### config.mk
export PLATFORM = sky130hd
export DESIGN_NAME = modport_counter
export DESIGN_NICKNAME = d
export VERILOG_FILES = /design/src/rtl/modport_counter_pkg.sv /design/src/rtl/modport_counter_next.sv /design/src/rtl/modport_counter.sv
export SDC_FILE = /design/constraint.sdc
export NUM_CORES = 1
export LEC_CHECK = 0
export ABC_AREA = 1
export BUFFER_PORTS_ARGS = -buffer_cell sky130_fd_sc_hd__buf_2
export CORE_AREA = 2 2 39 41
export DETAILED_ROUTE_END_ITERATION = 8
export DIE_AREA = 0 0 41 43
export PLACE_DENSITY_LB_ADDON = 0.1
export SLEW_MARGIN = 20
export SYNTH_ARGS = -nofsm -noshare
export SYNTH_HDL_FRONTEND = slang
export SYNTH_SLANG_ARGS = --single-unit
### constraint.sdc
create_clock -name clock -period 3.62 [get_ports clock]
set_input_delay 0.543 -clock clock [delete_from_list [all_inputs] [get_ports clock]]
set_output_delay 0.543 -clock clock [all_outputs]
set_load 0.01 [all_outputs]
### src/rtl/modport_counter_pkg.sv
// Shared definitions for the modport_counter block.
//   CNT_W   : default counter width
//   count_t : counter value type at the default width
//   CNT_MAX : all-ones count value at the default width
package modport_counter_pkg;

  localparam int CNT_W = 4;

  typedef logic [CNT_W-1:0] count_t;

  localparam count_t CNT_MAX = '1;

endpackage : modport_counter_pkg

### src/rtl/modport_counter_next.sv
// Combinational next-count logic for modport_counter.
// Ports:
//   count      : current registered count
//   data_in    : parallel load value
//   load       : load request, highest priority
//   up_down    : 1 = step up, 0 = step down (ignored while load is high)
//   count_next : value the register takes at the next rising edge
// Priority: load (saturating at MAX_COUNT), then up step, then down step.
// Steps wrap inside 0..MAX_COUNT; there is no hold case.
module modport_counter_next
  import modport_counter_pkg::*;
#(
  parameter int WIDTH     = CNT_W,
  parameter int MAX_COUNT = 2**WIDTH - 1
) (
  input  logic [WIDTH-1:0] count,
  input  logic [WIDTH-1:0] data_in,
  input  logic             load,
  input  logic             up_down,
  output logic [WIDTH-1:0] count_next
);

  localparam logic [WIDTH-1:0] MAX_V = WIDTH'(MAX_COUNT);

  always_comb begin
    count_next = count;
    if (load) begin
      // Clamp loads above the legal range so count never leaves 0..MAX_COUNT.
      count_next = (data_in > MAX_V) ? MAX_V : data_in;
    end else if (up_down) begin
      count_next = (count == MAX_V) ? '0 : count + 1'b1;
    end else begin
      count_next = (count == '0) ? MAX_V : count - 1'b1;
    end
  end

endmodule : modport_counter_next

### src/rtl/modport_counter.sv
// Loadable up/down counter with wrap-around and saturating load.
// Ports:
//   clock   : rising-edge clock
//   resetn  : asynchronous active-low reset, clears count immediately
//   data_in : parallel load value
//   load    : load data_in at the next rising edge (wins over up_down)
//   up_down : 1 = count up, 0 = count down
//   count   : registered counter value
// No handshake: the counter moves one step (or loads) on every rising edge
// while resetn is high. count comes straight from a flop.
module modport_counter
  import modport_counter_pkg::*;
#(
  parameter int WIDTH     = CNT_W,
  parameter int MAX_COUNT = 2**WIDTH - 1
) (
  input  logic             clock,
  input  logic             resetn,
  input  logic [WIDTH-1:0] data_in,
  input  logic             load,
  input  logic             up_down,
  output logic [WIDTH-1:0] count
);

  logic [WIDTH-1:0] count_d;
  logic [WIDTH-1:0] count_q;

  modport_counter_next #(
    .WIDTH     (WIDTH),
    .MAX_COUNT (MAX_COUNT)
  ) u_next (
    .count      (count_q),
    .data_in    (data_in),
    .load       (load),
    .up_down    (up_down),
    .count_next (count_d)
  );

  always_ff @(posedge clock or negedge resetn) begin
    if (!resetn) begin
      count_q <= '0;
    end else begin
      count_q <= count_d;
    end
  end

  assign count = count_q;

endmodule : modport_counter

==> results.ini <==
[status]
outcome=finished clean

[finish]
nets=72
design_area_um2=399
area_delta_synth_final_pct=32.4
largest_reg_flops=4
n_antenna_cell=0
fin_cells=76
drive_gt1_frac=0.267

[yosys]
seq_area_frac_synth=0.332
synth_area_leader_cell=dfrtp_1
syn_avg_cell_area_um2=6.56
synth_edf_count=0
synth_compound_area_frac=0.0830
muxShareOfSynthArea=0
synthAdderAreaFrac=0.0830
synth.net_count=56
yosysUniqueCellTypes=14
synthXorXnorAreaFrac=0.0581
synth_top_family_by_area=simple AND/OR/NAND/NOR gates
ys_top_cells_by_area=dfrtp_1, nand2_1, nor2_1
yosys-top-cells-count=nand2_1, nor2_1, inv_1
syn_inst=46
synth_top_area_share=0.332
synthMostInstantiatedCell=nand2_1
netlist_area_um2=302
synth_seq_cells=4
synth-simple-area-share=0.357
synth_warnings=0
synthArstFlopShare=1.00
ys.flop_type=dfrtp_1

[clock_network]
cts_tree=done
clk-insertion-delay-late_ns=0.23
path_clk_slew_ns=0.03
clk_path_buf_depth=2
htree_levels=1
postCtsSetupBuffers=0
cts-root-buf=clkbuf_4
cts_buffers=3
post_cts_resized=0
cts-hold-fix-buffers=0
clock_sinks=4

[grt]
gr-usage-met1=0.130
grt_pass1_vias=323
overflow=0
met3_usage=0.0157
grt_start_max_net_pins=8
antenna_found_initial=0
met2_usage=0.163
busiest_layer=met2
grt_use_total=0.111
grt_pass1_wl_um=1280

[placed_design]
pre_cts_ws_ns=2.31
place_congestion=0.672
place_area_um2=377
dp.final_hpwl_um=587
dp_cells=73
portBuffers=11

[sta]
min_period_over_period=0.390
slew_headroom=0.839
max_freq_ghz=0.708
tightestPinTransition_ns=0.241
hold_viol_final=0
worst_clock_skew_ns=0.00198
maxSlewViolCount=0
grt_setup_unrepaired=no
layout_setup_ws_ns=2.21
fin_crit_ns=1.41
setup-tns-final_ns=0
setup_viol=0

[floorplan]
die_area_mm2=0.00176
die_h_um=43
die_w_um=41
io_pins=12
std_cell_rows=14
core_mm2=0.00138
start_util=0.218

[worst_setup_path]
crit_buf_inv=1
worstSetupPathType=register to primary output
path_cells=buf_2
slowest_delay_ns=0.46
crit_family=flip-flops
critPathArrivalTime_ns=0.87
end_kind=primary output
startpoint_type=register
cp_max_fo=7
cpMaxStageDelayCell=dfrtp_1
required_ns=3.08

[run]
max_cap_violations=0

[power]
powerDensity_mw_per_mm2=435
peakVddDrop_v=0.000180
p_leak_nw=0.229

[drt]
drtAntennaViolNets=0
wl_um=705
drc_errors=0
wl_per_cell_um=9.28
routed_via_density=4.22
drt_pass1_iterations=1
dr_total_vias=321
drtIter0Drc=0

[min_path]
hold_path_class=input port to async pin

-- metal layers --
metal	vias to the layer above	wire length, um
met5	-	0
li1	172	-
met4	0	0
met2	5	382
met3	0	23
met1	144	300
-- final timing paths --
path | depth (start not counted) | slack, ns | startpoint | to
max | 1 | 2.21 | count[2] | count[2]
min | 1 | 0.11 | resetn | count[0]
max reg2reg | 8 | 2.33 | count[0] | count[3]
min reg2reg | 3 | 0.69 | count[3] | count[0]
max in group asynchronous | 1 | 3.39 | resetn | count[1]
min in group clock | 3 | 0.53 | data_in[1] | count[1]
-- power by group --
group	internal, mW	switching, mW
sequential	0.0521	0.0134
combinational	0.0246	0.0312
clock	0.0369	0.0155
total	0.114	0.0601
-- cell families after synthesis --
| family | after synthesis |
|---|---|
| DFF | 4 |
| and+or+nand+nor | 26 |
| adders and majority gates | 2 |
| xor gates and xnor gates | 2 |
| buffers and inverters | 7 |
| AOI/OAI and AO/OA | 5 |
-- layout make-up --
type | count | area [um^2]
Inverter | 7 | 26.3
Sequential cell | 4 | 100
Timing Repair Buffer | 11 | 55.1
Multi-Input combinational cell | 35 | 175
Fill cell | 159 | 985
Clock buffer | 3 | 22.5
Tap cell | 16 | 20.0
-- cell usage in the layout, fill, tap and decap left out, types with 2 or more instances in the layout --
cell       n
xor2_1     2
ha_1       2
nand3_1    3
nor2_1     7
dfrtp_1    4
buf_2     11
a21oi_1    2
nand2_1   13
inv_1      6
o21ai_0    2
clkbuf_4   3
-- metrics by stage --
| step | total power [mW] | util | hold slack [ns] |
|---|---|---|---|
| final | 0.174 | 0.288 | 0.111 |
| after global routing | 0.195 | 0.288 | 0.0992 |
| after CTS | 0.180 | 0.288 | 0.100 |
| after detailed placement | 0.123 | 0.272 | 0.351 |
| after global placement | 0.125 | 0.272 | 0.354 |
| after floorplan | 0.101 | - | 0.247 |
Power figures use the tool's default switching activity.
